## config.mk

```make
export PLATFORM = sky130hd
export DESIGN_NAME = fpga_in_conditioner
export DESIGN_NICKNAME = d
export VERILOG_FILES = /design/src/rtl/fpga_io_pkg.sv /design/src/rtl/fpga_in_debounce_bit.sv /design/src/rtl/fpga_in_conditioner.sv
export SDC_FILE = /design/constraint.sdc
export NUM_CORES = 1
export LEC_CHECK = 0
export ABC_AREA = 1
export CAP_MARGIN = 20
export CELL_PAD_IN_SITES_DETAIL_PLACEMENT = 1
export CELL_PAD_IN_SITES_GLOBAL_PLACEMENT = 1
export CORE_UTILIZATION = 46
export DETAILED_ROUTE_END_ITERATION = 10
export GPL_TIMING_DRIVEN = 1
export PLACE_DENSITY = 0.95
export SETUP_SLACK_MARGIN = 0.05
export SYNTH_ARGS = -nofsm -noshare
export SYNTH_HDL_FRONTEND = slang
export SYNTH_HIERARCHICAL = 1
export SYNTH_SLANG_ARGS = --single-unit
```

## constraint.sdc

```tcl
create_clock -name clk -period 3.2 [get_ports clk]
set_input_delay 0.64 -clock clk [delete_from_list [all_inputs] [get_ports clk]]
set_output_delay 0.64 -clock clk [all_outputs]
set_load 0.005 [all_outputs]
```

## src/rtl/fpga_io_pkg.sv

```systemverilog
// Shared sizing and idle-level constants for the FPGA pad path (fpga_io, input conditioner, regs).
package fpga_io_pkg;

    localparam int FPGA_IO_WIDTH = 32;
    localparam int FPGA_IO_CNT_W = 8;
    localparam logic [FPGA_IO_WIDTH-1:0] FPGA_IO_IDLE = 32'hFFFF_FFFF;

    typedef logic [FPGA_IO_WIDTH-1:0] fpga_word_t;

endpackage

```

## src/rtl/fpga_in_debounce_bit.sv

```systemverilog
// One pad bit: two-flop synchroniser followed by a stable-time debounce counter.
// commit/new_level describe the level change taking effect on the coming clock edge.
module fpga_in_debounce_bit
    import fpga_io_pkg::*;
#(
    parameter int   CNT_W     = FPGA_IO_CNT_W,
    parameter logic RESET_BIT = 1'b1
) (
    input  logic             clk,
    input  logic             rst_n,
    input  logic             din,
    input  logic [CNT_W-1:0] db_len,
    output logic             filt,
    output logic             commit,
    output logic             new_level
);

    logic             s1;
    logic             s2;
    logic [CNT_W-1:0] cnt;
    logic             mismatch;

    assign mismatch  = (s2 != filt);
    // Gated by rst_n so a reset edge can never be reported as an edge event.
    assign commit    = rst_n && mismatch && (cnt >= db_len);
    assign new_level = s2;

    // NOTE: every register here uses <= so all flops sample pre-edge values, making s1->s2 a true two-stage pipe.
    always_ff @(posedge clk) begin
        if (!rst_n) begin
            s1   <= RESET_BIT;
            s2   <= RESET_BIT;
            filt <= RESET_BIT;
            cnt  <= '0;
        end else begin
            s1 <= din;
            s2 <= s1;
            if (!mismatch) begin
                cnt <= '0;
            end else if (cnt >= db_len) begin
                filt <= s2;
                cnt  <= '0;
            end else begin
                cnt <= cnt + 1'b1;
            end
        end
    end

endmodule

```

## src/rtl/fpga_in_conditioner.sv

```systemverilog
// Conditions the registered pad word: per-bit sync + debounce, sticky edge status
// and a single maskable, registered interrupt request.
module fpga_in_conditioner
    import fpga_io_pkg::*;
#(
    parameter int               WIDTH     = FPGA_IO_WIDTH,
    parameter int               CNT_W     = FPGA_IO_CNT_W,
    parameter logic [WIDTH-1:0] RESET_VAL = WIDTH'(FPGA_IO_IDLE)
) (
    input  logic             clk,
    input  logic             rst_n,
    input  logic [WIDTH-1:0] fpga_i,
    input  logic [CNT_W-1:0] db_len,
    input  logic [WIDTH-1:0] rise_en,
    input  logic [WIDTH-1:0] fall_en,
    input  logic [WIDTH-1:0] irq_mask,
    input  logic [WIDTH-1:0] stat_clr,
    output logic [WIDTH-1:0] din_filt,
    output logic [WIDTH-1:0] stat,
    output logic             irq
);

    logic [WIDTH-1:0] commit;
    logic [WIDTH-1:0] new_level;
    logic [WIDTH-1:0] set;

    for (genvar i = 0; i < WIDTH; i++) begin : g_bit
        fpga_in_debounce_bit #(
            .CNT_W     (CNT_W),
            .RESET_BIT (RESET_VAL[i])
        ) u_bit (
            .clk       (clk),
            .rst_n     (rst_n),
            .din       (fpga_i[i]),
            .db_len    (db_len),
            .filt      (din_filt[i]),
            .commit    (commit[i]),
            .new_level (new_level[i])
        );
    end

    assign set = commit & ((new_level & rise_en) | (~new_level & fall_en));

    // Set is OR-ed in after the clear, so a new edge wins over a simultaneous clear.
    always_ff @(posedge clk) begin
        if (!rst_n) begin
            stat <= '0;
            irq  <= 1'b0;
        end else begin
            stat <= (stat & ~stat_clr) | set;
            irq  <= |(stat & irq_mask);
        end
    end

endmodule

```

==> metrics, run 1 <==
CTS tree built; Crit. Startpoint db_len[3]; gp weighted congestion 0.805; worst slew pin tran between 1 and 1.5 ns; R2R Setup Slk 1.10 ns; post_cts resized 0; Crit Path Class input pin to flop; worst vdd ir 0.000340 V; crit path time final 2.49 ns; First-pass DRT Iterations 6; R2R depth 11; Non-Filler Instances 4072; Std-Cell Rows 81; Yosys warning count 6; Worst setup SP type input pin; GRT Total Usage 33.7%; sequential share of the synthesized area between 30 and 40%; worst clock skew 0.0211 ns; synth top area cells dfxtp_1 33%, ha_1 16%, nand2_1 12%; final hold violation count 0; RSZ-0062 raised after global routing false; Worst Path Max Fanout 13; Post-Syn Instances 3076; Critical Path RT 3.62 ns; max cap viols 0; Ports 235; Final Cycle Share around 78%; Post-CTS Setup Bufs 0; Max Slew Vio Count 0; Initial Util 47.1%; WL final 86700 um; layout cells sized above 1 8.55%; Synth cell types 19; Crit. End Element flop; grt total ovfl 0; Hold Buf Count CTS 0; post-detailed-route DRC marker count 0; Layout area overhead 20.5%; Worst R2R End stat[18]; core area 49400 sq um; Synth area leader dfxtp_1; Final ANT Viol Nets 0; family with the most delay on the worst path buffers and inverters; status finished, final reports clean; Final nets about 3.8k; WHS 0.402 ns; dpl cells 3993; Fin Setup TNS 0 ns; H-tree levels 2; PwrDens roughly 400 nW/um^2; synthesized net count 3534; fmax 402 MHz; HP Class flop to flop; critical path endpoint stat[11]; Crit Reg-Reg Startpoint g_bit[18].u_bit/cnt[3]; Crit path largest cell delay 0.38 ns; Num CTS Buffers 45; Fillers 6139; largest net degree at the start of global routing 54; endpoints failing setup 0; clk_lat worst skew 0.59 ns; static leakage 13.6 nW; Via-to-Cell Ratio between 5 and 6; Avg Inst Size Synth 7.55 sq um; crit-path most repeated cell nand2_1; crit path DAT roughly 2.9 ns; Critical Path Stages 14; Die W 227 um; Die Ht 227 um; first-pass GRT wire length about 130000 um; slowest CP cell buf_2; Synth Cell Area 23200 sq um; CP cell instances buf_2, buf_4, inv_1, ha_1, nand2_1, inv_1, nand2_1, nand2_1, nand2_1, nand3_1, nand2_1, inv_1, o211ai_1, a21oi_1; top cell type's share of synthesized area 33.2%; FF+latch count, synth 385; DP Wirelength 54900 um; relative slew slack ~27%; initial antenna violation count 2; root buffer cell clkbuf_16; Worst-path clk slew 0.06 ns; Worst Path Buf+Inv 5; vias in the first global route ~25k; CTS max path bufs 3; Detailed Route Iter0 Violations 1260; DR WL/cell ~21 um; TritonCTS sink count 385; DR vias 22.1k; die outline area 51400 sq um; IO buf count around 230
worst register-to-register path: stages, from the launching register on:
cell and delay, ns:
dfxtp_1 0.46, ha_1 0.31, nand2_1 0.11, inv_1 0.06
nand2_1 0.07, nand2_1 0.05, nand2_1 0.16, nand3_1 0.13
nand2_1 0.08, inv_1 0.04, o211ai_1 0.31, a21oi_1 0.15
cell type report:
cell class / count / area [sq um] / share of cell area (%)
inverter: 609 / 2290 / 8.17
tap: 664 / 831 / 2.97
sequential: 385 / 7710 / 27.5
antenna: 3 / 7.51 / 0.0268
clock buffer: 64 / 1300 / 4.64
timing repair buffer: 256 / 2510 / 8.99
multi-input combinational: 2079 / 13200 / 47.2
clock inverter: 12 / 144 / 0.514
cells in the mapped netlist, drive strengths merged:
| cell type | number |
|---|---|
| nand2 | 724 |
| inv | 609 |
| nor2 | 490 |
| dfxtp | 385 |
| ha | 288 |
| nand3 | 159 |
| xnor2 | 126 |
| a21oi | 97 |
| xor2 | 66 |
| nand4 | 64 |
| a21o | 32 |
| o211ai | 32 |
| buf | 3 |
| nand3b | 1 |
worst min-delay path by stage:
stage / to / cells after the start / from
after floorplan: g_bit[0].u_bit/new_level / 2 / g_bit[0].u_bit/s1
after global placement: g_bit[28].u_bit/new_level / 2 / g_bit[28].u_bit/s1
after CTS: g_bit[10].u_bit/new_level / 2 / g_bit[10].u_bit/s1
after detailed placement: g_bit[10].u_bit/new_level / 2 / g_bit[10].u_bit/s1
final: g_bit[10].u_bit/new_level / 2 / g_bit[10].u_bit/s1
after global routing: g_bit[10].u_bit/new_level / 2 / g_bit[10].u_bit/s1
stage by stage:
stage / area [sq um] / util, % / total power [mW] / setup slack (ns)
after floorplan: 23200 / - / 5.41 / 1.44
after global placement: 26500 / 53.8 / 5.86 / 0.520
after detailed placement: 26500 / 53.8 / 5.94 / 0.371
after CTS: 28000 / 56.7 / 11.2 / 0.815
after global routing: 28000 / 56.7 / 11.5 / 0.658
final: 28000 / 56.7 / 11.2 / 0.714
flip-flops by register name, indices dropped and copies added, names as in the netlist:
name / count
g_bit.u_bit/cnt: 256
g_bit.u_bit/filt: 32
g_bit.u_bit/new_level: 32
g_bit.u_bit/s1: 32
irq: 1
stat: 32
metal layers:
layer / global-route usage (%) / vias up / wire [um]
li1: - / 10096 / -
met4: 21.7 / 0 / 5650
met2: 62.0 / 757 / 44800
met1: 35.3 / 10816 / 32300
met3: 5.44 / 386 / 3900
met5: 0 / - / 0
cells in the final DEF, fill, tap and decap left out:
cell type,netlist,routed
ha_1,288,288
nand2_1,724,724
inv_2,0,1
o211ai_1,32,32
nand4_1,32,32
nor2_2,66,66
xnor2_1,126,126
clkdlybuf4s50_1,0,225
clkinv_2,0,6
nand3b_1,1,1
diode_2,0,3
dfxtp_1,385,385
bufinv_16,0,3
inv_1,609,608
nand4_2,1,1
nand3_1,96,96
clkinvlp_4,0,2
nor2_1,393,393
buf_12,0,4
clkbuf_16,0,45
clkbuf_1,0,9
buf_2,0,8
clkinv_4,0,1
a21oi_1,97,97
a21o_1,32,32
nor2_4,31,31
xor2_1,66,66
buf_4,0,19
clkbuf_8,0,10
nand3_2,63,63
nand4_4,31,31
logic make-up (layout without fill, tap and decap cells):
| logic type | Yosys count | in the layout | synth area share, % |
|---|---|---|---|
| AO/OA/AOI/OAI | 161 | 161 | 4.16 |
| XOR/XNOR | 192 | 192 | 7.24 |
| adder cells (fa/ha/maj) | 288 | 288 | 15.5 |
| buffers and inverters | 612 | 941 | 9.99 |
| flip-flops | 385 | 385 | 33.2 |
| other | 0 | 3 | 0 |
| AND/OR/NAND/NOR | 1438 | 1438 | 29.9 |
power by group:
group / total [mW] / leakage, nW / switching (mW) / internal [mW]
Clock: 5.26 / 0.707 / 2.21 / 3.04
Combinational: 1.03 / 9.75 / 0.613 / 0.412
Sequential: 4.91 / 3.12 / 0.0596 / 4.85
Power figures use the tool's default switching activity.
==> run 2: changes to the inputs <==
--- a/config.mk
+++ b/config.mk
@@ -9,10 +9,10 @@
 export CAP_MARGIN = 20
 export CELL_PAD_IN_SITES_DETAIL_PLACEMENT = 1
 export CELL_PAD_IN_SITES_GLOBAL_PLACEMENT = 1
-export CORE_UTILIZATION = 46
+export CORE_UTILIZATION = 39
 export DETAILED_ROUTE_END_ITERATION = 10
 export GPL_TIMING_DRIVEN = 1
-export PLACE_DENSITY = 0.95
+export PLACE_DENSITY = 0.87
 export SETUP_SLACK_MARGIN = 0.05
 export SYNTH_ARGS = -nofsm -noshare
 export SYNTH_HDL_FRONTEND = slang
==> constraint.sdc (replaced) <==
create_clock -name clk -period 2.04 [get_ports clk]
set_input_delay 0.408 -clock clk [delete_from_list [all_inputs] [get_ports clk]]
set_output_delay 0.408 -clock clk [all_outputs]
set_load 0.005 [all_outputs]
==> metrics, run 2 (synthesized netlist as in run 1, its figures left out) <==
Clock Power Share 47.9% (+0.9 points); die outline area 60500 sq um (+18%); worst vdd ir 0.000579 V (+70%); endpoints failing setup 0 (unchanged); setup slack after layout 0.109 ns (-0.605 ns); Ports 235 (unchanged); H-tree levels 2 (unchanged); Final ANT Viol Nets 0 (unchanged); GRT Total Usage 22.0% (-12 points); grt total ovfl 0 (unchanged); worst slew pin tran 0.396 ns (-0.698 ns); fmax 518 MHz; Non-Filler Cell Area, Final 29200 sq um (+4.5%); hold_sp rst_n; max cap viols 0 (unchanged); commonest non-fill, non-tap cell in the layout nand2_1; Num CTS Buffers 46 (+2.2%); relative slew slack 73.6% (+47 points); Critical Path RT 1.63 ns (-1.99 ns); Detailed Route Iter0 Violations 633 (-50%); DP Wirelength 48500 um (-12%); Worst Path Max Fanout 4 (-9); Via-to-Cell Ratio 4.79 (-12%); Die Ht 246 um (+8.5%); gp weighted congestion 0.773 (-4.0%); Worst Path Buf+Inv 1 (-4); CTS max path bufs 3 (unchanged); Crit. Startpoint g_bit[21].u_bit/filt; root buffer cell clkbuf_16; sequential cell area 7730 sq um (+0.29%); slowest CP cell clkdlybuf4s50_1; final hold violation count 0 (unchanged); switching share of power 24.0% (-1.8 points); largest net degree at the start of global routing 46 (-15%); pre-CTS setup slack -0.173 ns (-0.544 ns); crit path time final 1.93 ns; DR vias 20.6k (-6.7%); commonest cells after routing, fill and taps aside 724 x nand2_1, 608 x inv_1, 393 x nor2_1; Std-Cell Rows 89 (+9.9%); Sequential Power Share 43.5% (-0.4 points); Crit path largest cell delay 0.58 ns (+0.20 ns); Multi-input gate area 13200 sq um (unchanged); TritonCTS sink count 385 (unchanged); worst clock skew 0.0173 ns (-0.00385 ns); DR WL/cell 15.5 um (-27%); Fillers 7228 (+18%); Crit Reg-Reg Startpoint g_bit[19].u_bit/cnt[5]; RSZ-0062 raised after global routing false; status finished, final reports clean; Max Slew Vio Count 0 (unchanged); first-pass GRT wire length 108000 um (-20%); Worst setup SP type flop; Layout area overhead 25.9%; Final nets 3946 (+2.9%); Initial Util 39.4% (-7.6 points); CP cell instances clkdlybuf4s50_1; First-pass DRT Iterations 4 (-2); post-detailed-route DRC marker count 0 (unchanged); Internal 13.4 mW (+62%); Crit. End Element primary output; static leakage 14.2 nW (+4.3%); Crit Path Class flop to primary output; Hold Buf Count CTS 0 (unchanged); Worst-path clk slew 0.06 ns (about the same); R2R Setup Slk 0.37 ns (-0.73 ns); crit path DAT 1.52 ns (-1.39 ns); WL final 66600 um (-23%); ant diodes 0 (-3); Area after DPL 27700 sq um (+4.3%); layout cells sized above 1 11.9% (+3.4 points); logic gate share of total power 8.5% (-0.7 points); max reg flops 256 (unchanged); initial antenna violation count 0 (-2); Top reg by flops g_bit.u_bit/cnt; HP Class input pin to flop; vias in the first global route 21.9k (-12%); IO buf count 234 (unchanged); core area 58900 sq um (+19%); PwrDens 604 nW/um^2 (+51%); net switching power 4.23 mW (+47%); Die W 246 um (+8.5%); clk_lat worst skew 0.58 ns (about the same); Fin Setup TNS 0 ns (unchanged); Final Cycle Share a little over nine tenths; CTS tree built; family with the most delay on the worst path buffers and inverters
==> run 2: cell types whose count changed in the layout (fill, tap and decap cells not counted), moves of 3 or more <==
cell / delta
diode_2: -3
buf_4: +98
clkbuf_1: +3
buf_12: +13
dfxtp_1: -16
dfxtp_2: +15
clkbuf_16: +4
==> run 2: power by group through the flow <==
stage / registers (mW) / logic [mW] / clock network, mW
after floorplan: 7.83 / 0.655 / 0
after global placement: 7.85 / 1.41 / 0
after detailed placement: 7.85 / 1.49 / 0
after CTS: 7.69 / 1.53 / 8.70
after global routing: 7.70 / 1.69 / 8.97
final: 7.69 / 1.51 / 8.46
==> run 2: worst register-to-register path, stage by stage (launching register included) <==
cell	delay [ns]
dfxtp_1	0.37
ha_1	0.33
nand2_1	0.06
nor2_1	0.16
nand2_1	0.12
nand3_1	0.11
nand2_1	0.11
inv_1	0.10
o211ai_1	0.11
a21oi_1	0.14
==> run 2: worst paths after layout <==
kind / depth (start not counted) / end
setup / recovery: 1 / din_filt[21]
hold / removal: 2 / g_bit[26].u_bit/filt
setup reg to reg: 9 / stat[19]
hold reg to reg: 2 / g_bit[11].u_bit/new_level
==> run 2: metal layers <==
| metal | vias to the layer above | global-route usage, % | routed length, um | share of wire [%] |
|---|---|---|---|---|
| met4 | 0 | 7.27 | 1760 | 2.6 |
| li1 | 10332 | - | - | - |
| met2 | 264 | 41.8 | 35000 | 53 |
| met1 | 9869 | 25.1 | 27900 | 42 |
| met5 | - | 0 | 0 | 0 |
| met3 | 110 | 2.49 | 1940 | 2.9 |
==> run 2: cell type report <==
| class | count | area share (%) |
|---|---|---|
| clock buffers | 72 | 4.87 |
| clock inverters | 9 | 0.419 |
| inverters | 609 | 7.82 |
| multi-input cells | 2079 | 45.1 |
| flip-flops and latches | 385 | 26.4 |
| well taps | 773 | 3.31 |
| repair buffers | 367 | 12.0 |
==> run 2: stage by stage <==
stage	cells	util, %	hold slack (ns)	power [mW]
detailed placement	4213	47.0	0.391	9.34
finish	4294	49.6	0.101	17.7
CTS	4294	49.6	0.0675	17.9
global placement	4213	47.0	0.381	9.26
global route	4294	49.6	0.0881	18.4
floorplan	3076	-	0.380	8.49
==> run 2: timing repair <==
item | CTS | global route
setup endpoints to repair | 13 | 5
setup buffers | 0 | 0
pin swaps | 0 | 0
gates resized for setup | 13 | 5
==> run 3: changes to the inputs <==
--- a/config.mk
+++ b/config.mk
@@ -9,9 +9,11 @@
 export CAP_MARGIN = 20
 export CELL_PAD_IN_SITES_DETAIL_PLACEMENT = 1
 export CELL_PAD_IN_SITES_GLOBAL_PLACEMENT = 1
+export CORE_ASPECT_RATIO = 1.75
 export CORE_UTILIZATION = 39
 export DETAILED_ROUTE_END_ITERATION = 10
 export GPL_TIMING_DRIVEN = 1
+export HOLD_SLACK_MARGIN = 0.15
 export PLACE_DENSITY = 0.87
 export SETUP_SLACK_MARGIN = 0.05
 export SYNTH_ARGS = -nofsm -noshare
==> metrics, run 3 (synthesized netlist as in run 1, its figures left out) <==
WHS 0.172 ns (+0.0712 ns); hold_sp rst_n; clk_lat worst skew 0.57 ns (about the same); Hold EP g_bit[6].u_bit/s1; fmax 504 MHz (-2.7%); Via-to-Cell Ratio 4.94 (+3.1%); Crit. Startpoint stat[11]; Worst Path Buf+Inv 1 (unchanged); H-tree levels 2 (unchanged); grt total ovfl 0 (unchanged); TritonCTS sink count 385 (unchanged); DR vias 21.2k (+3.2%); Critical Path RT 1.63 ns (about the same); Util after Layout 49.4% (-0.24 points); Num CTS Buffers 41 (-11%); max cap viols 0 (unchanged); Final Cycle Share 97.3% (+2.7 points); Worst R2R End stat[19]; crit path time final 1.99 ns (+0.0545 ns); logic gate share of total power 9.0% (+0.5 points); R2R depth 11 (+2); layout cells sized above 1 11.8% (-0.078 points); worst clock skew 0.0162 ns (-0.00107 ns); Crit. End Element primary output; core area 59100 sq um (+0.25%); Worst-path clk slew 0.06 ns (about the same); CTS max path bufs 3 (unchanged); final hold violation count 0 (unchanged); first-pass GRT wire length 118000 um (+9.8%); Clock Power Share 46.6% (-1.3 points); Top reg by flops g_bit.u_bit/cnt; HP Class input pin to flop; net switching power 4.27 mW (+0.78%); post-detailed-route DRC marker count 0 (unchanged); crit path DAT 1.58 ns (+0.06 ns); pre-CTS setup slack -0.157 ns (+0.0156 ns); Crit Reg-Reg Startpoint g_bit[19].u_bit/cnt[3]; hold path cells 2 (unchanged); static leakage 14.1 nW (-0.30%); Sequential Power Share 44.4% (+0.9 points); Detailed Route Iter0 Violations 578 (-8.7%); Die Ht 325 um (+32%); Die W 186 um (-24%); WL final 73700 um (+11%); GRT Total Usage 24.2% (+2.2 points); CTS tree built; IO buf count 234 (unchanged); setup slack after layout 0.0543 ns (-0.0545 ns); Final nets 3948 (+0.051%); Std-Cell Rows 118 (+33%); commonest cells after routing, fill and taps aside 724 x nand2_1, 608 x inv_1, 393 x nor2_1; max reg flops 256 (unchanged); Worst setup SP type flop; root buffer cell clkbuf_16; vias in the first global route 23.9k (+9.2%); switching share of power 24.7% (+0.69 points); Crit path largest cell delay 0.55 ns (-0.03 ns); R2R Setup Slk 0.29 ns (-0.08 ns); worst slew pin tran 0.391 ns (-0.00472 ns); status finished, final reports clean; largest net degree at the start of global routing 27 (-41%); Ports 235 (unchanged); RSZ-0062 raised after global routing false; Max Slew Vio Count 0 (unchanged); Layout area overhead 25.6%; Worst Path Max Fanout 3 (-1); CP cell instances clkdlybuf4s50_1; Internal 13.0 mW (-2.9%); Initial Util 39.3% (-0.099 points); worst vdd ir 0.000550 V (-5.0%); Final ANT Viol Nets 0 (unchanged); gp weighted congestion 0.799 (+3.4%); relative slew slack 73.9% (+0.31 points); commonest non-fill, non-tap cell in the layout nand2_1; DR WL/cell 17.1 um (+11%); ant diodes 0 (unchanged); die outline area 60600 sq um (about the same); First-pass DRT Iterations 4 (unchanged); DP Wirelength 53400 um (+10%); PwrDens 593 nW/um^2 (-1.8%); Crit Path Class flop to primary output; slowest CP cell clkdlybuf4s50_1; initial antenna violation count 0 (unchanged); family with the most delay on the worst path buffers and inverters; endpoints failing setup 0 (unchanged)
[run 3: cell count changes in the layout (fill, tap and decap cells not counted), moves of 3 or more]
cell	delta
clkbuf_8	-4
dfxtp_2	-8
clkdlybuf4s50_1	-7
clkbuf_16	-6
clkinvlp_4	+3
buf_4	+6
clkbuf_1	-6
dfxtp_1	+7
dlygate4sd2_1	+4
dlymetal6s2s_1	+3
[run 3: through the flow]
step	setup TNS [ns]	instances	cell area, sq um	power, mW
2_1_floorplan	0	3076	23200	8.49
3_3_place_gp	-0.435	4226	27700	9.28
3_5_place_dp	-5.79	4226	27700	9.38
4_1_cts	0	4299	29200	17.5
5_1_grt	0	4299	29200	17.9
6_report	0	4299	29200	17.3
[run 3: final cells by class]
cell class	count	area [sq um]
Timing Repair Buffer	374	3570
Fill cell	7389	29900
Clock inverter	16	223
Tap cell	780	976
Inverter	609	2290
Multi-Input combinational cell	2079	13200
Clock buffer	56	1190
Sequential cell	385	7720
[run 3: routing by layer]
metal	GRT usage, %	vias to the layer above	share of wire (%)
met5	0	-	0
met4	14.7	0	6.1
met3	3.77	241	3.8
met2	48.2	423	55
met1	22.7	10262	35
li1	-	10310	-
[run 3: worst reg2reg max path, stage by stage (launching register included)]
cell	delay, ns
dfxtp_1	0.41
ha_1	0.28
nand2_1	0.10
inv_1	0.06
nand2_1	0.08
nand2_1	0.07
nand2_1	0.12
nand3_1	0.14
nand2_1	0.12
inv_1	0.05
o211ai_1	0.09
a21oi_1	0.09
[run 3: power groups by stage]
stage	Clock, mW	Sequential (mW)	Combinational (mW)
after CTS	8.24	7.68	1.57
after floorplan	0	7.83	0.655
after global placement	0	7.85	1.43
after global routing	8.49	7.69	1.73
final	8.06	7.68	1.56
after detailed placement	0	7.85	1.52
[run 3: worst max path at each step]
| stage | endpoint | slack [ns] | cells past startpoint |
|---|---|---|---|
| after floorplan | stat[21] | 0.51 | 9 |
| after global placement | stat[6] | -0.12 | 11 |
| after detailed placement | stat[6] | -0.16 | 13 |
| after CTS | stat[11] | 0.04 | 1 |
| after global routing | din_filt[23] | 0.05 | 1 |
| final | stat[11] | 0.05 | 1 |
[run 3: what timing repair did]
| action | CTS | global route |
|---|---|---|
| gates resized for setup | 15 | 4 |
| endpoints found under the hold margin | 0 | 0 |
| hold buffers | 0 | 0 |
| setup endpoints to repair | 13 | 4 |
| buffers inserted | 1 | 0 |
